[src/rtl/fb_write_arbiter_if.sv]
// Avalon-MM write master bundle for the framebuffer arbiter.
//
// Handshake: the master raises `write` together with address, burstcount,
// byteenable and writedata. A beat is accepted on a rising clock edge where
// `write` is high and `waitrequest` is low. While `waitrequest` is high the
// master holds every field stable. During a burst, address and burstcount
// stay fixed for all beats, and writedata may change only after an accepted beat.
//
// Signals:
//   address     64-bit word address (29 bits)
//   burstcount  beats in the current burst
//   byteenable  byte lanes of the 64-bit word
//   writedata   64-bit write data
//   write       write request
//   waitrequest slave stall
interface fb_write_arbiter_if;
  logic [28:0] address;
  logic [7:0]  burstcount;
  logic [7:0]  byteenable;
  logic [63:0] writedata;
  logic        write;
  logic        waitrequest;

  modport master (
    output address, burstcount, byteenable, writedata, write,
    input  waitrequest
  );

  modport slave (
    input  address, burstcount, byteenable, writedata, write,
    output waitrequest
  );
endinterface

[src/rtl/fb_write_arbiter.sv]
// Multi-channel framebuffer writer.
// Each of CHANNELS pixel producers pushes into its own FIFO. Off-screen pixels
// are dropped and counted. A round-robin arbiter turns queued pixels into
// single-beat Avalon-MM writes. A background fill writes the whole selected
// buffer in BURST_LEN bursts and takes priority over pixels.
//
// Ports:
//   clock, reset          single clock, asynchronous active-high reset
//   avm                   Avalon-MM write master (see fb_write_arbiter_if)
//   buffer                target buffer (0 = FB0_BASE, 1 = FB1_BASE)
//   fill_background       fill request, level-sampled
//   background_colour     fill colour 0x00RRGGBB
//   pixel_data            channel k at [64k+63:64k]: {4'b0,x,4'b0,y,colour}
//   pixel_data_valid      per-channel push strobe
//   pixel_fifo_full       per-channel FIFO full
//   pixel_fifo_empty      all FIFOs empty and FSM idle
//   busy                  FSM not idle
//   dropped_count         clipped pixel count, saturating
//   state                 FSM state code (IDLE=0, ARB=1, PIX_WRITE=2, FILL_BURST=3)
module fb_write_arbiter #(
  parameter int          CHANNELS   = 2,
  parameter int          FIFO_DEPTH = 16,
  parameter int          H_RES      = 640,
  parameter int          V_RES      = 480,
  parameter int          BURST_LEN  = 8,
  parameter logic [28:0] FB0_BASE   = 29'h0F00_0000,
  parameter logic [28:0] FB1_BASE   = 29'h0F04_B000
) (
  input  logic                     clock,
  input  logic                     reset,
  fb_write_arbiter_if.master       avm,
  input  logic                     buffer,
  input  logic                     fill_background,
  input  logic [31:0]              background_colour,
  input  logic [CHANNELS*64-1:0]   pixel_data,
  input  logic [CHANNELS-1:0]      pixel_data_valid,
  output logic [CHANNELS-1:0]      pixel_fifo_full,
  output logic                     pixel_fifo_empty,
  output logic                     busy,
  output logic [15:0]              dropped_count,
  output logic [3:0]               state
);

  localparam int PTR_W       = $clog2(FIFO_DEPTH);
  localparam int CNT_W       = PTR_W + 1;
  localparam int CH_W        = (CHANNELS > 1) ? $clog2(CHANNELS) : 1;
  localparam int TOTAL_WORDS = H_RES * V_RES / 2;
  localparam int WORD_W      = $clog2(TOTAL_WORDS + 1);
  localparam int BEAT_W      = $clog2(BURST_LEN + 1);

  typedef enum logic [3:0] {
    IDLE       = 4'd0,
    ARB        = 4'd1,
    PIX_WRITE  = 4'd2,
    FILL_BURST = 4'd3
  } state_t;

  state_t state_q, state_d;

  // FIFO entries are stored as {x[11:0], y[11:0], colour[31:0]}.
  logic [55:0]       fifo_mem [CHANNELS][FIFO_DEPTH];
  logic [PTR_W-1:0]  wr_ptr   [CHANNELS];
  logic [PTR_W-1:0]  rd_ptr   [CHANNELS];
  logic [CNT_W-1:0]  fifo_cnt [CHANNELS];

  logic [CHANNELS-1:0] push, drop, pop, non_empty;
  logic [3:0]          drop_sum;
  logic [16:0]         drop_total;
  logic [CH_W-1:0]     rr_ptr, sel_ch;
  logic                sel_found;
  logic [55:0]         head;
  logic [23:0]         pix_idx;
  logic                fill_pending;
  logic [WORD_W-1:0]   word_cnt;
  logic [BEAT_W-1:0]   beat_cnt;
  logic                beat_accept, last_word, last_beat;

  // Push / clip decode. A full FIFO ignores the strobe entirely, so a
  // blocked off-screen pixel is not counted as dropped either.
  always_comb begin
    push      = '0;
    drop      = '0;
    non_empty = '0;
    pixel_fifo_full = '0;
    for (int k = 0; k < CHANNELS; k++) begin
      non_empty[k]       = (fifo_cnt[k] != '0);
      pixel_fifo_full[k] = (fifo_cnt[k] == CNT_W'(FIFO_DEPTH));
      if (pixel_data_valid[k] && !pixel_fifo_full[k]) begin
        if (int'(pixel_data[64*k+48 +: 12]) < H_RES &&
            int'(pixel_data[64*k+32 +: 12]) < V_RES)
          push[k] = 1'b1;
        else
          drop[k] = 1'b1;
      end
    end
  end

  // Several channels may clip in one cycle, so add them all before saturating.
  always_comb begin
    drop_sum = '0;
    for (int k = 0; k < CHANNELS; k++)
      drop_sum = drop_sum + 4'(drop[k]);
    drop_total = {1'b0, dropped_count} + {13'b0, drop_sum};
  end

  // Round-robin pick: first non-empty channel at or after rr_ptr.
  always_comb begin
    sel_found = 1'b0;
    sel_ch    = '0;
    for (int i = 0; i < CHANNELS; i++) begin
      if (!sel_found && non_empty[(int'(rr_ptr) + i) % CHANNELS]) begin
        sel_found = 1'b1;
        sel_ch    = CH_W'((int'(rr_ptr) + i) % CHANNELS);
      end
    end
  end

  always_comb begin
    pop = '0;
    if (state_q == ARB && sel_found)
      pop[sel_ch] = 1'b1;
  end

  assign head    = fifo_mem[sel_ch][rd_ptr[sel_ch]];
  assign pix_idx = 24'(int'(head[43:32]) * H_RES + int'(head[55:44]));

  always_ff @(posedge clock) begin
    for (int k = 0; k < CHANNELS; k++)
      if (push[k])
        fifo_mem[k][wr_ptr[k]] <= {pixel_data[64*k+48 +: 12],
                                   pixel_data[64*k+32 +: 12],
                                   pixel_data[64*k +: 32]};
  end

  always_ff @(posedge clock or posedge reset) begin
    if (reset) begin
      for (int k = 0; k < CHANNELS; k++) begin
        wr_ptr[k]   <= '0;
        rd_ptr[k]   <= '0;
        fifo_cnt[k] <= '0;
      end
    end else begin
      for (int k = 0; k < CHANNELS; k++) begin
        if (push[k]) wr_ptr[k] <= wr_ptr[k] + 1'b1;
        if (pop[k])  rd_ptr[k] <= rd_ptr[k] + 1'b1;
        if (push[k] && !pop[k])      fifo_cnt[k] <= fifo_cnt[k] + 1'b1;
        else if (pop[k] && !push[k]) fifo_cnt[k] <= fifo_cnt[k] - 1'b1;
      end
    end
  end

  assign beat_accept = avm.write && !avm.waitrequest;
  assign last_word   = (word_cnt == WORD_W'(TOTAL_WORDS - 1));
  assign last_beat   = (beat_cnt == BEAT_W'(BURST_LEN - 1));

  always_ff @(posedge clock or posedge reset) begin
    if (reset) state_q <= IDLE;
    else       state_q <= state_d;
  end

  always_comb begin
    state_d = state_q;
    case (state_q)
      IDLE: begin
        if (fill_background || fill_pending) state_d = FILL_BURST;
        else if (|non_empty)                 state_d = ARB;
      end
      ARB:        state_d = sel_found ? PIX_WRITE : IDLE;
      PIX_WRITE:  if (!avm.waitrequest) state_d = IDLE;
      FILL_BURST: if (beat_accept && last_word) state_d = IDLE;
      default:    state_d = IDLE;
    endcase
  end

  // Bus registers only move on an accepted beat, which keeps them stable
  // under waitrequest.
  always_ff @(posedge clock or posedge reset) begin
    if (reset) begin
      avm.write      <= 1'b0;
      avm.address    <= '0;
      avm.burstcount <= 8'd1;
      avm.byteenable <= '0;
      avm.writedata  <= '0;
      rr_ptr         <= '0;
      fill_pending   <= 1'b0;
      word_cnt       <= '0;
      beat_cnt       <= '0;
      dropped_count  <= '0;
    end else begin
      dropped_count <= drop_total[16] ? 16'hFFFF : drop_total[15:0];

      if (state_q == FILL_BURST && beat_accept && last_word)
        fill_pending <= 1'b0;
      else if (fill_background && state_q != IDLE)
        fill_pending <= 1'b1;

      case (state_q)
        IDLE: begin
          if (state_d == FILL_BURST) begin
            avm.address    <= buffer ? FB1_BASE : FB0_BASE;
            avm.burstcount <= 8'(BURST_LEN);
            avm.byteenable <= 8'hFF;
            avm.writedata  <= {background_colour, background_colour};
            avm.write      <= 1'b1;
            word_cnt       <= '0;
            beat_cnt       <= '0;
          end
        end
        ARB: begin
          if (sel_found) begin
            avm.address    <= (buffer ? FB1_BASE : FB0_BASE) + 29'(pix_idx[23:1]);
            avm.burstcount <= 8'd1;
            avm.byteenable <= pix_idx[0] ? 8'hF0 : 8'h0F;
            avm.writedata  <= {head[31:0], head[31:0]};
            avm.write      <= 1'b1;
            rr_ptr         <= (sel_ch == CH_W'(CHANNELS - 1)) ? '0 : sel_ch + 1'b1;
          end
        end
        PIX_WRITE: begin
          if (!avm.waitrequest) avm.write <= 1'b0;
        end
        FILL_BURST: begin
          if (beat_accept) begin
            word_cnt <= word_cnt + 1'b1;
            if (last_word) begin
              avm.write <= 1'b0;
            end else if (last_beat) begin
              // Next burst starts immediately on the following cycle.
              beat_cnt      <= '0;
              avm.address   <= avm.address + 29'(BURST_LEN);
              avm.writedata <= {background_colour, background_colour};
            end else begin
              beat_cnt <= beat_cnt + 1'b1;
            end
          end
        end
        default: ;
      endcase
    end
  end

  assign state            = state_q;
  assign busy             = (state_q != IDLE);
  assign pixel_fifo_empty = ~|non_empty && (state_q == IDLE);

endmodule

[src/flat_wrapper.sv]
// flat-port wrapper written by rule: the top's interface ports become plain ports
module fb_write_arbiter_flat 
#(
  parameter int          CHANNELS   = 2,
  parameter int          FIFO_DEPTH = 16,
  parameter int          H_RES      = 640,
  parameter int          V_RES      = 480,
  parameter int          BURST_LEN  = 8,
  parameter logic [28:0] FB0_BASE   = 29'h0F00_0000,
  parameter logic [28:0] FB1_BASE   = 29'h0F04_B000
)
  (clock, reset, buffer, fill_background, background_colour, pixel_data, pixel_data_valid, pixel_fifo_full, pixel_fifo_empty, busy, dropped_count, state, avm_address, avm_burstcount, avm_byteenable, avm_writedata, avm_write, avm_waitrequest);
  fb_write_arbiter_if avm_i ();
  input  logic clock;
  input  logic reset;
  input  logic buffer;
  input  logic fill_background;
  input  logic [31:0] background_colour;
  input  logic [CHANNELS*64-1:0] pixel_data;
  input  logic [CHANNELS-1:0] pixel_data_valid;
  output logic [CHANNELS-1:0] pixel_fifo_full;
  output logic pixel_fifo_empty;
  output logic busy;
  output logic [15:0] dropped_count;
  output logic [3:0] state;
  output wire logic [$bits(avm_i.address)-1:0] avm_address;
  output wire logic [$bits(avm_i.burstcount)-1:0] avm_burstcount;
  output wire logic [$bits(avm_i.byteenable)-1:0] avm_byteenable;
  output wire logic [$bits(avm_i.writedata)-1:0] avm_writedata;
  output wire logic [$bits(avm_i.write)-1:0] avm_write;
  input wire logic [$bits(avm_i.waitrequest)-1:0] avm_waitrequest;
  assign avm_address = avm_i.address;
  assign avm_burstcount = avm_i.burstcount;
  assign avm_byteenable = avm_i.byteenable;
  assign avm_writedata = avm_i.writedata;
  assign avm_write = avm_i.write;
  assign avm_i.waitrequest = avm_waitrequest;
  fb_write_arbiter #(.CHANNELS(CHANNELS), .FIFO_DEPTH(FIFO_DEPTH), .H_RES(H_RES), .V_RES(V_RES), .BURST_LEN(BURST_LEN), .FB0_BASE(FB0_BASE), .FB1_BASE(FB1_BASE)) u_core (.clock(clock), .reset(reset), .avm(avm_i), .buffer(buffer), .fill_background(fill_background), .background_colour(background_colour), .pixel_data(pixel_data), .pixel_data_valid(pixel_data_valid), .pixel_fifo_full(pixel_fifo_full), .pixel_fifo_empty(pixel_fifo_empty), .busy(busy), .dropped_count(dropped_count), .state(state));
endmodule
[config.mk]
export PLATFORM = sky130hd
export DESIGN_NAME = fb_write_arbiter_flat
export DESIGN_NICKNAME = d
export VERILOG_FILES = /design/src/rtl/fb_write_arbiter_if.sv /design/src/rtl/fb_write_arbiter.sv /design/src/flat_wrapper.sv
export SDC_FILE = /design/constraint.sdc
export NUM_CORES = 2
export LEC_CHECK = 0
export ABC_AREA = 0
export ABC_CLOCK_PERIOD_IN_PS = 7250
export CAP_MARGIN = 20
export CORE_UTILIZATION = 60
export CTS_BUF_LIST = sky130_fd_sc_hd__clkbuf_8
export CTS_CLUSTER_DIAMETER = 150
export DETAILED_ROUTE_END_ITERATION = 10
export GPL_TIMING_DRIVEN = 0
export PLACE_DENSITY = 0.87
export SYNTH_ARGS = -nofsm -noshare
export SYNTH_HDL_FRONTEND = slang
export SYNTH_SLANG_ARGS = --single-unit
[constraint.sdc]
create_clock -name clock -period 7.25 [get_ports clock]
set_input_delay 1.0875 -clock clock [delete_from_list [all_inputs] [get_ports clock]]
set_output_delay 1.0875 -clock clock [all_outputs]
set_load 0.02 [all_outputs]
==> Yosys cells after proc, flatten, opt, wreduce, memory -nomap -nowiden <==
Memories as Yosys holds them, arrays and structs flattened.
Cells that the tools add are included.
W data, S select, Z words.
{ "op_classes": {"n_addsub": 17, "multipliers": 1, "div_mod_pow": 0, "magnitude_cmp": 14, "n_eq_ne": 15, "n_shift": 0, "n_mux": 82, "bitwise": 5, "n_reduce_logical": 47} }
{ "op_table": {"columns": ["op", "n"], "rows": [
  ["$mux W896", 2],
  ["$demux W56 S4", 2],
  ["$mux W64", 5],
  ["$bmux W56 S4", 1],
  ["$mux W56", 4],
  ["$pmux W64 S3", 1],
  ["$mux W29", 5],
  ["$pmux W29 S3", 1],
  ["$mux W4", 11],
  ["$mux W8", 5],
  ["$mux W18", 2],
  ["$pmux W18 S2", 1],
  ["$pmux W8 S2", 2],
  ["$add A29 B23 Y29", 1],
  ["$add A29 B4 Y29 const B", 1],
  ["$mux W1", 28],
  ["$add A24 B13 Y24", 1],
  ["$lt A12 B10 Y1 const B", 2],
  ["$lt A12 B9 Y1 const B", 2],
  ["$add A4 B1 Y4 const B", 5],
  ["$mux W5", 4],
  ["$logic_and A1 B1 Y1", 19],
  ["$mux W19", 1],
  ["$add A18 B1 Y18 const B", 1],
  ["40 further kinds", 74]
]} }
{ "word_totals": {"reg_bits": 180, "latch_bits": 0, "ram_bits": 1792, "mem_bits_ro": 0, "input_bits": 167, "out_inout_bits": 134, "memories": 1} }
{ "mem_list": {"columns": ["name", "depth", "word_bits", "read_ports", "rd_ports_with_merged_regs", "wr", "line", "source"], "rows": [
  ["u_core.fifo_mem", 2, 896, 1, 0, 2, "fb_write_arbiter.sv:61", "logic [55:0] fifo_mem [CHANNELS][FIFO_DEPTH];"]
]} }

==> Depth between registers and ports, before layout <==
{ "logic_depth": {"word_depth": 20, "ltp_mapped": 31} }

==> Worst setup path after synthesis <==
Ideal clock, no wire load.
{ "synth_path": {"path_kind": "flip-flop to flip-flop", "start": "reg u_core.fifo_cnt[5] (netlist bit)", "end": "reg u_core.avm.address[20]", "arrival_ns": 6.574, "required_ns": 7.130, "setup_slack_ns": 0.556, "stages_incl_launch_ff": 28, "n_path_buf": 3, "period_less_slack_ns": 6.694, "path_cell_list": "dfrtp_1 > nor4_2 > a21oi_1 > nor2_1 > buf_2 > clkbuf_1 > clkbuf_1 > a311oi_1 > a311oi_1 > a31oi_1 > a21o_1 > ha_1 > ha_1 > fa_1 > ha_1 > o21a_1 > o31a_1 > o21a_1 > xor2_1 > ha_1 > inv_1 > fa_1 > inv_1 > a41oi_1 > nor2_1 > a31oi_1 > or4_1 > a31o_1"} }
{ "synth_between": {"elab_chain_len": 20, "elab_cells_between_ends": 35} }
{ "synth_lines": {"columns": ["item", "line", "source"], "rows": [
  ["from (decl)", "fb_write_arbiter.sv:64", "logic [CNT_W-1:0] fifo_cnt [CHANNELS];"],
  ["from (signal, indexed assignment)", "fb_write_arbiter.sv:146", "if (push[k] && !pop[k]) fifo_cnt[k] <= fifo_cnt[k] + 1'b1;"],
  ["from (signal, indexed assignment)", "fb_write_arbiter.sv:147", "else if (pop[k] && !push[k]) fifo_cnt[k] <= fifo_cnt[k] - 1'b1;"],
  ["$reduce_bool A5 Y1 (*)", "fb_write_arbiter.sv:86", "non_empty[k] = (fifo_cnt[k] != '0);"],
  ["$mux W1 (not written as such) (2 in a row)", "fb_write_arbiter.sv:111", "if (!sel_found && non_empty[(int'(rr_ptr) + i) % CHANNELS]) begin"],
  ["$mux W1", "fb_write_arbiter.sv:111", null],
  ["$logic_not A1 Y1", "fb_write_arbiter.sv:111", null],
  ["$logic_and A1 B1 Y1", "fb_write_arbiter.sv:111", null],
  ["$mux W1", "fb_write_arbiter.sv:111", null],
  ["$not A1 Y2 (not written as such)", "fb_write_arbiter.sv:124", "assign head = fifo_mem[sel_ch][rd_ptr[sel_ch]];"],
  ["$mux W4 (not written as such) (3 in a row)", "fb_write_arbiter.sv:124", null],
  ["$not A4 Y5 (not written as such)", "fb_write_arbiter.sv:124", null],
  ["$bmux W56 S4", "fb_write_arbiter.sv:124", null],
  ["$mux W56 (not written as such) (2 in a row)", "fb_write_arbiter.sv:124", null],
  ["$mul A12 B3 Y15", "fb_write_arbiter.sv:125", "assign pix_idx = 24'(int'(head[43:32]) * H_RES + int'(head[55:44]));"],
  ["$add A24 B13 Y24", "fb_write_arbiter.sv:125", null],
  ["$add A29 B23 Y29", "fb_write_arbiter.sv:211", "avm.address <= (buffer ? FB1_BASE : FB0_BASE) + 29'(pix_idx[23:1]);"],
  ["$mux W29", "fb_write_arbiter.sv:210", "if (sel_found) begin"],
  ["$pmux W29 S3", "fb_write_arbiter.sv:197", "case (state_q)"],
  ["to (signal assigned)", "fb_write_arbiter.sv:200", "avm.address <= buffer ? FB1_BASE : FB0_BASE;"],
  ["to (signal assigned)", "fb_write_arbiter.sv:211", null],
  ["to (signal assigned)", "fb_write_arbiter.sv:230", "avm.address <= avm.address + 29'(BURST_LEN);"],
  ["to (decl)", "fb_write_arbiter_if.sv:25", "output address, burstcount, byteenable, writedata, write,"]
]} }
Mark *: on every way between the ends. The rest lies on a longest branch, timed or not. The select of a mux whose other input is x is not followed.
A chain may end at the register's enable or synchronous reset.

==> Final worst setup path <==
{ "layout_path": {"start": "reg u_core.fifo_cnt[0] (netlist bit)", "end": "reg u_core.avm.address[20]"} }
The elaborated chain is that of the path after synthesis.

==> impl_metrics.env <==
export IMPL_placementRows=133
export IMPL_synth_top_area_cell="edfxtp_1"
export IMPL_r2r_start="u_core.fifo_cnt[0]"
export IMPL_fin_crit_ns=7.10
export IMPL_die_area_um2=134000
export IMPL_slowest_stage="or4_4"
export IMPL_antenna_found_initial=20
export IMPL_fillers=7741
export IMPL_hold_viol_final=0
export IMPL_postCtsHoldBufs=0
export IMPL_power_density_nw_per_um2=336
export IMPL_synth_top_cells_by_area="edfxtp_1 (67%), mux2i_1 (9.8%), dfrtp_1 (4.2%), nand2_1 (3.0%), mux4_2 (2.4%)"
export IMPL_clk_pin_slew_ns=0.06
export IMPL_reg2reg_depth=28
export IMPL_die_w_um=367
export IMPL_finalSetupViolCount=0
export IMPL_die_h_um=367
export IMPL_cts_buffers=312
export IMPL_synth_ff_type="edfxtp_1"
export IMPL_io_pins=301
export IMPL_status="finished with violations"
export IMPL_postSynthCellCount=5070
export IMPL_synth_most_common_cell="edfxtp_1"
export IMPL_portBuffers=278
export IMPL_pre_cts_slack_ns=-1.78
export IMPL_initial_core_util_pct=60.6
export IMPL_drtIter0Drc=8969
export IMPL_cts_tree="done"
export IMPL_setup_ws_ns=0.151
export IMPL_grt_pass1_vias=52449
export IMPL_hold_path_startpoint="u_core.avm.burstcount[0]"
export IMPL_drv_slew=0
export IMPL_wl_per_cell_um=31.8
export IMPL_violations="design-rule violations"
export IMPL_postPlaceCellArea_um2=86400
export IMPL_critPathMaxFanout=10
export IMPL_ys_types=80
export IMPL_gr_usage_all_layers_pct=35.9
export IMPL_netlist_top_cells_count="edfxtp_1 (1792), mux2i_1 (781), nand2_1 (627)"
export IMPL_yosys_warnings=0
export IMPL_yosysSeqAreaShare_pct=71.7
export IMPL_min_path_cells=2
export IMPL_vias=52154
export IMPL_tightest_slew_ns=1.26
export IMPL_max_cap_violations=0
export IMPL_place_gp_congestion=0.917
export IMPL_synth_top_area_share_pct=67.5
export IMPL_finalPower_mw=31.2
export IMPL_hp_class="flip-flop to flip-flop"
export IMPL_leakagePower_nw=31.5
export IMPL_cts_buffer_depth=4
export IMPL_drive_gt1_share_pct=15.9
export IMPL_drc=2
export IMPL_area_growth_pct=16.3
export IMPL_hold_path_end="u_core.avm.burstcount[0]"
export IMPL_hpwl_mm=157
export IMPL_post_route_period_util_pct=97.9
export IMPL_fin_worst_skew_ns=0.0779
export IMPL_cts_sinks=1928
export IMPL_clk_insertion_delay_late_ns=1.02
export IMPL_ir_worst_vdd_mv=0.380
export IMPL_r2r_end="u_core.avm.address[20]"
export IMPL_max_freq_mhz=141
export IMPL_viasPerCell=6.74
export IMPL_startpoint_type="flip-flop"
export IMPL_grt_ovfl_total=0
export IMPL_ant_nets=0
export IMPL_drtPass1Iterations=11
export IMPL_placeableCoreArea_um2=132000
export IMPL_fin_nets=5982
export IMPL_crit_buf_inv=6
export IMPL_cts_max_level=5
export IMPL_grt_max_degree=77
export IMPL_design_area_um2=92800
export IMPL_critPathArrivalTime_ns=7.95
export IMPL_synth_area_per_cell_um2=15.7
export IMPL_async_flop_share_pct=7.05
export IMPL_cp_top_family="compound AO/OA/AOI/OAI gates"
export IMPL_netlist_area_um2=79800
export IMPL_multi_input_area_um2=21500
export IMPL_grt_pass1_wl_mm=346
export IMPL_synth_edf_count=1792
export IMPL_wl_mm=246
export IMPL_cts_root_buffer="clkbuf_8"
export IMPL_seq_area_um2=57200
export IMPL_relSlewSlack_pct=15.7
export IMPL_r2r_slack_ns=0.15
export IMPL_cp_required_ns=8.11
export IMPL_crit_type="flip-flop to flip-flop"
export IMPL_end_kind="flip-flop"
export IMPL_yosys_register_bits=1928
export IMPL_cpPeakStageDelay_ns=0.52
[power breakdown]
part           leakage (nW)  internal (mW)  switching (mW)
logic                  10.5           4.07            5.97
clock network          3.15           4.34            4.29
registers              17.8           12.3           0.198
[cell families after synthesis]
group                    count (synthesis)  synth area share [%]
AO/OA/AOI/OAI                          436                  4.02
buffers and inverters                  356                  2.03
multiplexers                           944                  13.3
AND/OR/NAND/NOR                       1277                  7.13
other                                    1               0.00470
adder cells (fa/ha/maj)                 59                 0.982
flip-flops                            1928                  71.7
XOR/XNOR                                69                 0.777
[tightest hold or removal path: stages, from the launching register on]
cell and delay [ns]:
dfstp_2 0.37, nand2_1 0.05, nand2_1 0.05
[routing by layer]
| layer | track usage [%] | routed length (um) |
|---|---|---|
| met1 | 42.8 | 78100 |
| met2 | 56.4 | 113000 |
| met3 | 10.6 | 35200 |
| met5 | 0 | 166 |
| met4 | 25.1 | 19500 |
[cells in the final DEF, fill, tap and decap left out, types with 86 or more instances in the layout]
cell / n
clkbuf_1: 94
mux2i_1: 781
clkbuf_8: 329
edfxtp_1: 1792
nand2_1: 625
mux4_2: 86
dfrtp_1: 131
clkdlybuf4s50_1: 278
inv_1: 128
nor2_1: 129
nand3_1: 333
[final cells by class]
cell class / instances / area share, %
Inverter: 27 / 0.115
Clock buffer: 328 / 4.86
Multi-Input combinational cell: 2793 / 23.2
Buffer: 313 / 1.92
Antenna cell: 12 / 0.0324
Tap cell: 1755 / 2.37
Timing Repair Buffer: 381 / 4.84
Sequential cell: 1928 / 61.7
Clock inverter: 198 / 1.02
[sequential cells by signal (all words and copies together), names as in the netlist]
name,count
u_core.avm.writedata,32
u_core.rr_ptr,1
u_core.word_cnt,18
u_core.dropped_count,16
u_core.fifo_cnt,10
u_core.fill_pending,1
u_core.wr_ptr,8
u_core.fifo_mem,1792
u_core.state,4
u_core.beat_cnt,4
u_core.avm.address,29
u_core.avm.write,1
u_core.rd_ptr,8
u_core.avm.byteenable,2
u_core.avm.burstcount,2
[what timing repair did]
action	4_1_cts	5_1_grt
setup buffers	6	9
setup endpoints to repair	11	6
gates resized for setup	138	155
pin swaps	12	25
gates cloned	0	1
[through the flow]
stage                     hold slack [ns]  utilization (%)  setup TNS, ns  instances
after floorplan                     0.447                -              0       5077
after global placement              0.448             64.4       -2727.92       7110
after detailed placement            0.451             65.6         -11.75       7189
after CTS                           0.478             70.1              0       7710
after global routing                0.498             70.5         -0.135       7727
final                               0.475             70.5              0       7735
[how the worst max path moves through the flow]
stage / to / cells after the start / start / slack, ns
CTS: u_core.avm.address[20] / 23 / u_core.fifo_cnt[5] / 0.01
detailed placement: u_core.avm.address[20] / 28 / u_core.fifo_cnt[5] / -1.78
floorplan: u_core.avm.address[20] / 27 / u_core.fifo_cnt[5] / 0.56
finish: u_core.avm.address[20] / 28 / u_core.fifo_cnt[0] / 0.15
global placement: u_core.fifo_mem[1][673] / 6 / pixel_data[119] / -5.77
global route: u_core.avm.address[20] / 29 / u_core.fifo_cnt[0] / -0.09
Note: power is estimated with default switching activity, not from simulation.
